**config.mk**
```make
export PLATFORM = sky130hd
export DESIGN_NAME = line_overlay_sched
export DESIGN_NICKNAME = d
export VERILOG_FILES = /design/src/rtl/line_overlay_sched.sv
export SDC_FILE = /design/constraint.sdc
export NUM_CORES = 1
export LEC_CHECK = 0
export ABC_AREA = 0
export CORE_MARGIN = 4
export CORE_UTILIZATION = 45
export DETAILED_ROUTE_END_ITERATION = 10
export PLACE_DENSITY = 0.65
export SYNTH_ARGS = -nofsm -noshare
export SYNTH_HDL_FRONTEND = slang
export SYNTH_SLANG_ARGS = --single-unit
```
**constraint.sdc**
```tcl
create_clock -name iCLK -period 7.19 [get_ports iCLK]
set_input_delay 1.0785 -clock iCLK [delete_from_list [all_inputs] [get_ports iCLK]]
set_output_delay 1.0785 -clock iCLK [all_outputs]
set_load 0.03 [all_outputs]
```
**src/rtl/line_overlay_sched.sv**
```systemverilog
// line_overlay_sched: schedules oblique-line overlays onto an XY raster scan.
//
// Two requesters hand in line descriptors over valid/ready; a round-robin
// arbiter loads a one-deep pending slot, which is promoted to the active line
// at each frame boundary. A 2-stage pipeline flags scanned pixels that lie on
// the active line.
//
// Ports:
//   iCLK, iRST        pixel clock, asynchronous active-high reset
//   iX_cnt, iY_cnt    current column/row from the XY counter
//   iValid[1:0]       per-requester descriptor valid
//   iDesc0, iDesc1    descriptors {x0[10:0], y0[9:0], x1[10:0], y1[9:0]}
//   oReady[1:0]       per-requester ready (combinational, at most one set)
//   iClear            drop the active line
//   oCommit           one-cycle pulse when pending becomes active
//   oActive           an active line exists
//   oPix_on           pixel presented two cycles earlier lies on the line
//   oPix_owner        requester id of the active line, qualified by oPix_on
module line_overlay_sched #(
    parameter int unsigned H_LINE = 20,
    parameter int unsigned V_LINE = 10
) (
    input  logic        iCLK,
    input  logic        iRST,
    input  logic [10:0] iX_cnt,
    input  logic [9:0]  iY_cnt,
    input  logic [1:0]  iValid,
    input  logic [41:0] iDesc0,
    input  logic [41:0] iDesc1,
    output logic [1:0]  oReady,
    input  logic        iClear,
    output logic        oCommit,
    output logic        oActive,
    output logic        oPix_on,
    output logic        oPix_owner
);

    localparam int unsigned XW = 11;
    localparam int unsigned YW = 10;
    localparam int unsigned PW = 23;   // dy*ex / dx*ey product width
    localparam int unsigned EW = 24;   // p1 - p2 error width

    typedef struct packed {
        logic [XW-1:0] x0;
        logic [YW-1:0] y0;
        logic [XW-1:0] x1;
        logic [YW-1:0] y1;
    } desc_t;

    // Control registers
    desc_t pend_q, pend_d;
    desc_t act_q, act_d;
    logic  pend_v_q, pend_v_d;
    logic  pend_own_q, pend_own_d;
    logic  act_v_q, act_v_d;
    logic  act_own_q, act_own_d;
    logic  last_q, last_d;
    logic  commit_q, commit_d;

    // Pipeline registers
    logic signed [PW-1:0] p1_q, p1_d;
    logic signed [PW-1:0] p2_q, p2_d;
    logic                 bbox_q, bbox_d;
    logic [XW-1:0]        thr_q, thr_d;
    logic                 v1_q, v1_d;
    logic                 own1_q, own1_d;
    logic                 pix_on_q, pix_on_d;
    logic                 pix_owner_q, pix_owner_d;

    logic [1:0] grant;
    logic       other;
    logic       accept;
    logic       acc_id;
    logic       frame_end;
    logic       commit;

    // Round-robin grant: the requester that did not win last time goes first.
    always_comb begin
        grant = 2'b00;
        other = ~last_q;
        if (!pend_v_q) begin
            if (iValid[other]) begin
                grant[other] = 1'b1;
            end else if (iValid[last_q]) begin
                grant[last_q] = 1'b1;
            end
        end
    end

    assign oReady = iRST ? 2'b00 : grant;

    // Pending/active slot management.
    always_comb begin
        accept     = |(iValid & oReady);
        acc_id     = oReady[1];
        frame_end  = (iX_cnt == XW'(H_LINE - 1)) && (iY_cnt == YW'(V_LINE - 1));
        commit     = frame_end & pend_v_q;

        pend_d     = pend_q;
        pend_v_d   = pend_v_q;
        pend_own_d = pend_own_q;
        act_d      = act_q;
        act_v_d    = act_v_q;
        act_own_d  = act_own_q;
        last_d     = last_q;
        commit_d   = commit;

        // A commit takes precedence over a coincident clear.
        if (commit) begin
            act_d     = pend_q;
            act_v_d   = 1'b1;
            act_own_d = pend_own_q;
            pend_v_d  = 1'b0;
        end else if (iClear) begin
            act_v_d = 1'b0;
        end

        // Accept only happens with pending empty, so it never collides with commit.
        if (accept) begin
            pend_d     = acc_id ? desc_t'(iDesc1) : desc_t'(iDesc0);
            pend_v_d   = 1'b1;
            pend_own_d = acc_id;
            last_d     = acc_id;
        end
    end

    // Stage 1: cross products of the line direction and the pixel offset.
    logic signed [XW:0]   dx, ex;
    logic signed [YW:0]   dy, ey;
    logic [XW:0]          adx, amax;
    logic [YW:0]          ady;
    logic [XW-1:0]        xlo, xhi;
    logic [YW-1:0]        ylo, yhi;

    always_comb begin
        dx = $signed({1'b0, act_q.x1}) - $signed({1'b0, act_q.x0});
        dy = $signed({1'b0, act_q.y1}) - $signed({1'b0, act_q.y0});
        ex = $signed({1'b0, iX_cnt})   - $signed({1'b0, act_q.x0});
        ey = $signed({1'b0, iY_cnt})   - $signed({1'b0, act_q.y0});

        p1_d = $signed({{(PW-YW-1){dy[YW]}}, dy}) * $signed({{(PW-XW-1){ex[XW]}}, ex});
        p2_d = $signed({{(PW-XW-1){dx[XW]}}, dx}) * $signed({{(PW-YW-1){ey[YW]}}, ey});

        adx  = dx[XW] ? -dx : dx;
        ady  = dy[YW] ? -dy : dy;
        amax = (adx > {1'b0, ady}) ? adx : {1'b0, ady};
        thr_d = XW'(amax >> 1);

        xlo = (act_q.x0 < act_q.x1) ? act_q.x0 : act_q.x1;
        xhi = (act_q.x0 < act_q.x1) ? act_q.x1 : act_q.x0;
        ylo = (act_q.y0 < act_q.y1) ? act_q.y0 : act_q.y1;
        yhi = (act_q.y0 < act_q.y1) ? act_q.y1 : act_q.y0;
        bbox_d = (iX_cnt >= xlo) && (iX_cnt <= xhi) && (iY_cnt >= ylo) && (iY_cnt <= yhi);

        v1_d   = act_v_q;
        own1_d = act_own_q;
    end

    // Stage 2: the pixel is on the line when the cross-product error is within thr.
    logic signed [EW-1:0] err;
    logic [EW-1:0]        aerr;

    always_comb begin
        err         = $signed({p1_q[PW-1], p1_q}) - $signed({p2_q[PW-1], p2_q});
        aerr        = err[EW-1] ? -err : err;
        pix_on_d    = v1_q & bbox_q & (aerr <= {{(EW-XW){1'b0}}, thr_q});
        pix_owner_d = pix_on_d & own1_q;
    end

    always_ff @(posedge iCLK or posedge iRST) begin
        if (iRST) begin
            pend_q      <= '0;
            pend_v_q    <= 1'b0;
            pend_own_q  <= 1'b0;
            act_q       <= '0;
            act_v_q     <= 1'b0;
            act_own_q   <= 1'b0;
            last_q      <= 1'b1;
            commit_q    <= 1'b0;
            p1_q        <= '0;
            p2_q        <= '0;
            bbox_q      <= 1'b0;
            thr_q       <= '0;
            v1_q        <= 1'b0;
            own1_q      <= 1'b0;
            pix_on_q    <= 1'b0;
            pix_owner_q <= 1'b0;
        end else begin
            pend_q      <= pend_d;
            pend_v_q    <= pend_v_d;
            pend_own_q  <= pend_own_d;
            act_q       <= act_d;
            act_v_q     <= act_v_d;
            act_own_q   <= act_own_d;
            last_q      <= last_d;
            commit_q    <= commit_d;
            p1_q        <= p1_d;
            p2_q        <= p2_d;
            bbox_q      <= bbox_d;
            thr_q       <= thr_d;
            v1_q        <= v1_d;
            own1_q      <= own1_d;
            pix_on_q    <= pix_on_d;
            pix_owner_q <= pix_owner_d;
        end
    end

    assign oCommit    = commit_q;
    assign oActive    = act_v_q;
    assign oPix_on    = pix_on_q;
    assign oPix_owner = pix_owner_q;

endmodule
```
======== Yosys cells after proc, flatten, opt, wreduce, memory -nomap -nowiden ========
Cells that the tools add are included.
operators by class
  add/subtract/negate cells ............... 8
  multiply operators ...................... 2
  order comparisons ....................... 12
  equality and inequality tests ........... 2
  muxes and demuxes ....................... 25
  bitwise logic cells ..................... 6
  reduce and logical (&&, ||, !) cells .... 9
operators with widths
  operator                                                          number
  42-bit two-way mux                                                1
  11-bit two-way mux                                                3
  24-bit by 11-bit less-or-equal comparator with 1-bit output       1
  12-bit two-way mux                                                2
  24-bit two-way mux                                                1
  24-bit negator                                                    1
  11-bit by 11-bit subtractor with 12-bit output                    2
  23-bit by 23-bit subtractor with 24-bit output                    1
  11-bit by 12-bit multiplier with 23-bit output                    1
  12-bit by 11-bit multiplier with 23-bit output                    1
  10-bit by 10-bit subtractor with 11-bit output                    2
  10-bit two-way mux                                                2
  12-bit by 11-bit > comparator with 1-bit output                   1
  12-bit negator                                                    1
  11-bit by 5-bit == test with 1-bit output, second input constant  1
  11-bit greater-or-equal comparator                                1
  11-bit less-or-equal comparator                                   1
  11-bit less-than comparator                                       1
  11-bit negator                                                    1
  10-bit by 4-bit == test with 1-bit output, second input constant  1
  10-bit greater-or-equal comparator                                1
  10-bit less-or-equal comparator                                   1
  10-bit less-than comparator                                       1
  1-bit two-way mux                                                 10
  other kinds (10)                                                  25
storage, ports and cells
  register bits after elaboration ......... 152
  input bits .............................. 110
  output and inout port bits .............. 6

======== Longest topological paths before layout ========
Gate-level depths: netlist of the first run.
  word-level depth ........................ 11
  mapped depth ............................ 34
  gate-level depth less buffers ........... 33

======== Least setup slack after synthesis of the first run ========
OpenSTA, ideal clock, no wires.
  path type ............................... input -> register
  start point ............................. input iY_cnt[0]
  end point ............................... register p2_q[20]
  library setup time ...................... 0.080 ns
  arrival time ............................ 7.708 ns
  required time ........................... 7.110 ns
  setup slack ............................. -0.598 ns
  cell stages on the path ................. 34
  buffers on the path ..................... 1
  path through ............................ inv_1 > ha_1 > inv_1 > fa_1 > nand2_1 > nand2_1 > a21oi_1 > o21bai_1 > a21oi_1 > o21bai_1 > a21oi_1 > o21bai_1 > a21o_1 > clkbuf_1 > inv_1 > nand2_1 > fa_1 > fa_1 > inv_1 > fa_1 > inv_1 > fa_1 > fa_1 > inv_1 > ha_1 > or2_2 > a21oi_1 > a21oi_1 > a41oi_1 > a2111oi_0 > o21a_1 > o21ai_0 > nor2b_1 > xnor2_1
between the ends
  word-level cells in the longest chain between the ends .. 2
ends and longest elaborated chain
  element                                         line  RTL
  start: declaration                              26    input logic [9:0] iY_cnt,
  10-bit by 10-bit subtractor with 11-bit output  139   ey = $signed({1'b0, iY_cnt}) - $signed({1'b0, act_q.y0});
  12-bit by 11-bit multiplier with 23-bit output  142   p2_d = $signed({{(PW-XW-1){dx[XW]}}, dx}) * $signed({{(PW-YW-1){ey[YW]}}, ey});
  net p2_d[20]                                    62    logic signed [PW-1:0] p2_q, p2_d;
  end signal: assignment                          198   p2_q <= p2_d;
  end: declaration                                62
The timed path passes the listed nets, and every way through them passes these cells.
A chain may end at the register's enable or synchronous reset.

======== Worst setup path in the final report of the first run ========
  start point ............................. input iX_cnt[1]
  end point ............................... register p1_q[20]
between the ends
  word-level cells in the longest chain between the ends .. 2
ends and longest elaborated chain
  element                                         line  RTL
  start: declaration                              25    input logic [10:0] iX_cnt,
  11-bit by 11-bit subtractor with 12-bit output  138   ex = $signed({1'b0, iX_cnt}) - $signed({1'b0, act_q.x0});
  11-bit by 12-bit multiplier with 23-bit output  141   p1_d = $signed({{(PW-YW-1){dy[YW]}}, dy}) * $signed({{(PW-XW-1){ex[XW]}}, ex});
  net p1_d[20]                                    61    logic signed [PW-1:0] p1_q, p1_d;
  end signal: assignment                          197   p1_q <= p1_d;
  end: declaration                                61
The timed path passes the listed nets, and every way through them passes these cells.

==> results of run 1 <==
==> per-stage QoR <==
| stage | instance area (um2) | hold WS (ns) | std cells | worst slack, ns |
|---|---|---|---|---|
| floorplan | 21700 | 0.354 | 2476 | -0.0204 |
| global placement | 25400 | 0.401 | 3409 | -0.711 |
| detailed placement | 25400 | 0.410 | 3409 | -0.835 |
| CTS | 26100 | 0.424 | 3450 | 0.00143 |
| global route | 26800 | 0.453 | 3483 | -0.204 |
| finish | 26800 | 0.430 | 3483 | 0.0974 |
==> area by class of cell <==
type                       count  area [um2]  area share, %
antenna                        1        2.50        0.00934
clock buffer                  17         425           1.59
clock inverter                15         178          0.663
inverter                     426        1620           6.06
multi-input combinational   1838       16400           61.4
sequential                   152        3800           14.2
tap                          607         759           2.84
timing repair buffer         427        3550           13.3
==> placed cells by master (no fill, tap or decap), types with 25 or more instances in the layout <==
cell type | synthesis | final
a21o_1 | 29 | 28
a21oi_1 | 54 | 41
a31oi_1 | 58 | 53
buf_4 | 3 | 308
clkdlybuf4s50_1 | 0 | 105
dfrtp_1 | 151 | 151
fa_1 | 259 | 250
ha_1 | 228 | 205
inv_1 | 424 | 407
mux2i_1 | 48 | 48
nand2_1 | 325 | 317
nand2b_1 | 33 | 33
nor2_1 | 279 | 276
nor2b_1 | 31 | 25
nor3_1 | 32 | 31
o21a_1 | 28 | 28
o21ai_0 | 77 | 63
xnor2_1 | 93 | 88
xor2_1 | 38 | 31
==> power breakdown <==
group	total, W	leakage, nW	switching [W]	internal (W)
logic	0.00467	11.2	0.00248	0.00219
registers	0.00107	1.79	0.0000665	0.00100
clock network	0.000906	0.295	0.000437	0.000468
total	0.00665	13.3	0.00299	0.00366
==> Yosys cell counts (9+ instances only) <==
| cell type | n | area [um2] |
|---|---|---|
| nand2b_1 | 33 | 206 |
| dfrtp_1 | 151 | 3780 |
| o21ai_0 | 77 | 385 |
| and3_1 | 9 | 56.3 |
| nand4_1 | 20 | 125 |
| clkbuf_1 | 49 | 184 |
| nand3_1 | 18 | 90.1 |
| nor2_1 | 279 | 1050 |
| or2_2 | 13 | 81.3 |
| o21bai_1 | 10 | 75.1 |
| mux2i_1 | 48 | 480 |
| a21boi_0 | 13 | 97.6 |
| and2_1 | 17 | 106 |
| xor2_1 | 38 | 333 |
| a21oi_1 | 54 | 270 |
| o211ai_1 | 12 | 90.1 |
| or3_1 | 13 | 81.3 |
| nand2_1 | 325 | 1220 |
| o21a_1 | 28 | 210 |
| nor2b_1 | 31 | 194 |
| a21o_1 | 29 | 218 |
| inv_1 | 424 | 1590 |
| fa_1 | 259 | 5180 |
| xnor2_1 | 93 | 815 |
| nor3_1 | 32 | 160 |
| ha_1 | 228 | 2850 |
| a31oi_1 | 58 | 363 |
==> worst register-to-register path: cells and delay by family, from the launching register on <==
family,cells,cell delay (ns)
adder cells (fa/ha/maj),8,3.27
AO/OA/AOI/OAI,11,1.87
buffers and inverters,5,0.39
XOR/XNOR,2,0.27
flip-flops,1,0.36
AND/OR/NAND/NOR,5,0.77
==> per-layer routing <==
metal  up-vias  wire [um]
met3       109       2540
li1       8727          -
met4         0       2440
met2       439      29200
met1      8717      26600
met5         -          0
==> kinds of logic after synthesis <==
logic type,count (synthesis),share of synthesized area (%)
fa+ha+maj,487,37.6
simple gates,822,17.0
compound gates,344,11.0
mux,54,2.56
flops,152,17.8
buf+inv,486,8.64
xor+xnor,131,5.37
==> what timing repair did <==
action | CTS | global route
endpoints found under the setup margin | 12 | 16
pin swaps | 23 | 98
setup buffers | 9 | 33
hold buffers | 0 | 0
gates resized for setup | 19 | 114
==> final timing paths <==
kind                                   to  slack, ns  cells past startpoint
max in group asynchronous        p1_q[19]       4.58                      3
worst min-delay path                 v1_q       0.43                      0
worst max-delay path             p1_q[20]        0.1                     29
worst max register to register   p2_q[20]       0.16                     31
min in group asynchronous       pend_q[1]       1.13                      2
worst min register to register       v1_q       0.43                      0
==> sequential cells by signal, summed over array words and instances, names as in the netlist <==
| name | flops |
|---|---|
| act_q | 42 |
| pend_q | 42 |
| p1_q | 23 |
| p2_q | 23 |
| thr_q | 11 |
| act_own_q | 1 |
| bbox_q | 1 |
| last_q | 1 |
| oActive | 1 |
| oCommit | 1 |
| oPix_on | 1 |
| oPix_owner | 1 |
| own1_q | 1 |
| pend_own_q | 1 |
| pend_v_q | 1 |
| v1_q | 1 |
==> impl_metrics.toml, run 1 <==
[outcome]
outcome = "complete, no violations"

[synth]
ys.flop_type = "dfrtp_1"
synth-async-reset-ratio_pct = 100
syn_avg_cell_area_um2 = 8.63
syn_nets = 3073
yosysWarnings = 0
synth_edf_count = 0
synthCells = 2476
yosysSeqAreaShare_pct = 17.8
synth.distinct_cells = 80
ys_ff_latch = 152
synth_area_um2 = 21400

[setup_path]
cp.required_ns = 7.57
setup.worst_path.start = "iX_cnt[1]"
cp_common_cell = "fa_1"
crit_arrival_ns = 7.47
path_max_fanout = 4
critPathLaunchType = "primary input"
endpoint_kind = "register"
path_buf_inv = 4
max_stage_delay_ns = 0.56
r2r_start = "act_q[10]"
crit_family = "adder cells"
crit_slowest_cell = "fa_1"
criticalPathCategory = "in -> reg"

[floorplan]
fp-row-count = 79
die-area_um2 = 51100
dieHeight_um = 226
die_w_um = 226
core-area_um2 = 46800
initial_utilization_pct = 45.7
ios = 116

[drt]
route.detailed.drc = 0
drtIter0Drc = 986
vias = 18000
routedWlPerCell_um = 17.5
via_per_inst = 5.17
first_pass_iters = 5
ant_nets = 0
drt-total-wl_um = 60800

[hold_path]
hold_class = "reg -> reg"
min-delay-start = "oActive"

[global_route]
grt_pass1_vias = 19000
antenna_found_initial = 1
grt_pass1_wl_um = 98000
grtUsageTotal_pct = 24.4
grt_max_degree = 89
use_met3_pct = 3.41
grt_use_met2_pct = 41.1
busiest_layer = "met2"
use_met1_pct = 31.7
grt-ovfl-total = 0

[timing]
rsz0062_at_grt = "true"
hold_viol = 0
fmax_mhz = 141
fin_crit_sh_pct = 98.6
layout_min_cycle_time_ns = 7.09
finalClockSkew_ns = 0.0177
fin_tns_setup_ns = 0
setup_viol = 0
final_max_slew_viol_count = 0
slew_headroom_pct = 31.6
worst_pin_slew_ns = 1.03

[clock_tree]
cts.clk_slew.worst_paths_ns = 0.07
htreeDepth = 4
cts_made_buffers = 17
cts_tree = "yes"
clkLatencyLatePin_ns = 0.47
cts_sinks = 152
root_buffer = "clkbuf_16"
cts.path.max_buffers = 2

[run]
maxCapViolCount = 0

[power_and_ir_drop]
static-leakage-power_nw = 13.3
powerDensity_nw_per_um2 = 248
vdd.ir_drop.worst_v = 0.000360
finalPower_w = 0.00665

[placed_design]
place_congestion = 0.951
portBuffers = 115
hpwlAfterDp_um = 51800

[final_layout]
areaGrowthSynthToFinish_pct = 25.3
nets = 3459
post-route-util_pct = 57.3
drive_gt1_share_pct = 17.8
fillers = 4204
No activity file was read; power rests on OpenSTA's default activity.
==> inputs of run 2 (changes only) <==
--- a/config.mk
+++ b/config.mk
@@ -7,9 +7,8 @@
 export LEC_CHECK = 0
 export ABC_AREA = 0
 export CORE_MARGIN = 4
-export CORE_UTILIZATION = 45
+export CORE_UTILIZATION = 40
 export DETAILED_ROUTE_END_ITERATION = 10
-export PLACE_DENSITY = 0.65
 export SYNTH_ARGS = -nofsm -noshare
 export SYNTH_HDL_FRONTEND = slang
 export SYNTH_SLANG_ARGS = --single-unit
==> run 2 against run 1 <==
Sequential power is essentially flat. Flip-flop and latch count unchanged. First-iteration DRC count down 1.3%. Routed wire length down 1.2%. Largest power group unchanged.
==> impl_metrics.toml, run 2 (synthesis results as in run 1) <==
[timing]
fin_crit_sh_pct = 97.9
layout_min_cycle_time_ns = 7.04
setup_viol = 0
fin_tns_setup_ns = 0
worst_pin_slew_ns = 0.957
rsz0062_at_grt = "true"
slew_headroom_pct = 36.1
finalClockSkew_ns = 0.0163
fmax_mhz = 142
final_max_slew_viol_count = 0
hold_viol = 0

[floorplan]
fp-row-count = 84
ios = 116
core-area_um2 = 52800
initial_utilization_pct = 40.5
die-area_um2 = 57200
die_w_um = 239
dieHeight_um = 239

[final_layout]
drive_gt1_share_pct = 18.6
nets = 3460
antenna_cells = 0
final_cell_mix = "404 x inv_1, 312 x nand2_1, 305 x buf_4"
areaGrowthSynthToFinish_pct = 26.1
final_area_um2 = 27000
multi_input_area_um2 = 16500
final_common_cell = "inv_1"
post-route-util_pct = 51.1
fillers = 5016
seq_area_um2 = 3800
biggestRegsByFlops = "act_q (42), pend_q (42)"

[placed_design]
portBuffers = 115
place_congestion = 0.920
hpwlAfterDp_um = 51500
placed_area_um2 = 25400

[setup_path]
path_buf_inv = 3
max_stage_delay_ns = 0.57
cp.required_ns = 7.57
crit_family = "adder cells"
cp_common_cell = "fa_1"
endpoint_kind = "register"
cp.depth = 27
r2r_cells = 29
path_max_fanout = 5
critPathLaunchType = "primary input"
crit_slowest_cell = "fa_1"
crit_arrival_ns = 7.42
criticalPathCategory = "in -> reg"

[clock_tree]
cts_made_buffers = 17
cts.clk_slew.worst_paths_ns = 0.07
cts.path.max_buffers = 2
clkLatencyLatePin_ns = 0.47
root_buffer = "clkbuf_16"
cts_tree = "yes"
cts_sinks = 152
htreeDepth = 4
postCtsHoldBufs = 0

[power_and_ir_drop]
static-leakage-power_nw = 13.3
internal_power_w = 0.00375
swShare_pct = 44.5
p_comb_share_pct = 70.4
powerDensity_nw_per_um2 = 251
pwr-share-clk_pct = 13.8
vdd.ir_drop.worst_v = 0.000250
pwr-share-seq_pct = 15.8
p_switching_w = 0.00301

[drt]
routedWlPerCell_um = 16.9
ant_nets = 0
drtIter0Drc = 973
drt-total-wl_um = 60100
first_pass_iters = 5
via_per_inst = 4.98
vias = 17700
route.detailed.drc = 0

[hold_path]
hold_class = "reg -> reg"
whs_path_depth = 0

[global_route]
grt_max_degree = 89
grtUsageTotal_pct = 21.3
grt-ovfl-total = 0
grt_pass1_vias = 18400
grt_pass1_wl_um = 96300
antenna_found_initial = 0

[outcome]
outcome = "complete, no violations"

[run]
maxCapViolCount = 0
-- run 2: cell count changes in the layout (fill, tap and decap cells not counted), sizes merged --
cell           change
bufinv             +1
clkbuf             +1
clkdlybuf4s50      +1
clkinv             -3
diode              -1
dlygate4sd2        +2
dlymetal6s2s       -3
inv                +2
-- run 2: worst paths after layout --
check                           from         end  slack, ns
max in group asynchronous       iRST    p2_q[21]       4.62
hold / removal               oActive        v1_q       0.43
setup / recovery           iY_cnt[3]    p2_q[20]       0.15
hold reg to reg              oActive        v1_q       0.43
min in group asynchronous       iRST  pend_q[31]       1.17
setup reg to reg           act_q[33]    p2_q[20]       0.29
-- run 2: stage by stage --
step	std cells	hold WS, ns	total power [W]	setup WS, ns
finish	3564	0.433	0.00676	0.151
global route	3564	0.473	0.00738	-0.121
CTS	3535	0.436	0.00671	0.00512
detailed placement	3483	0.416	0.00564	-0.804
global placement	3483	0.401	0.00552	-0.710
floorplan	2476	0.354	0.00429	-0.0204
-- run 2: power by group through the flow --
stage	Sequential (W)	Combinational (W)	Clock, W
after floorplan	0.00105	0.00324	0
after global placement	0.00109	0.00443	0
after detailed placement	0.00109	0.00455	0
after CTS	0.00107	0.00468	0.000958
after global routing	0.00108	0.00530	0.000994
final	0.00107	0.00476	0.000930
-- run 2: layout make-up --
type	count	share of cell area [%]
Timing Repair Buffer	428	13.2
Inverter	426	6.03
Tap cell	688	3.19
Multi-Input combinational cell	1838	61.2
Sequential cell	152	14.1
Clock inverter	15	0.706
Clock buffer	17	1.58
-- run 2: layer usage --
layer  part of all wire (%)  track usage, %  vias to the layer above
li1                       -               -                     8719
met1                     44            27.4                     8540
met2                     48            36.3                      383
met3                    4.0            3.59                       89
met4                    3.5            8.07                        0
met5                      0               0                        -
-- run 2: repair_timing --
item,CTS,global route
pin swaps,56,115
cloned,0,0
endpoints found under the setup margin,10,17
setup buffers,20,30
gates resized for setup,32,125
==> inputs of run 3 (changes only) <==
--- a/config.mk
+++ b/config.mk
@@ -6,6 +6,7 @@
 export NUM_CORES = 1
 export LEC_CHECK = 0
 export ABC_AREA = 0
+export ABC_CLOCK_PERIOD_IN_PS = 7190
 export CORE_MARGIN = 4
 export CORE_UTILIZATION = 40
 export DETAILED_ROUTE_END_ITERATION = 10
==> results of run 3 <==
The final DEF is identical to that of run 2; final timing and power are the same.
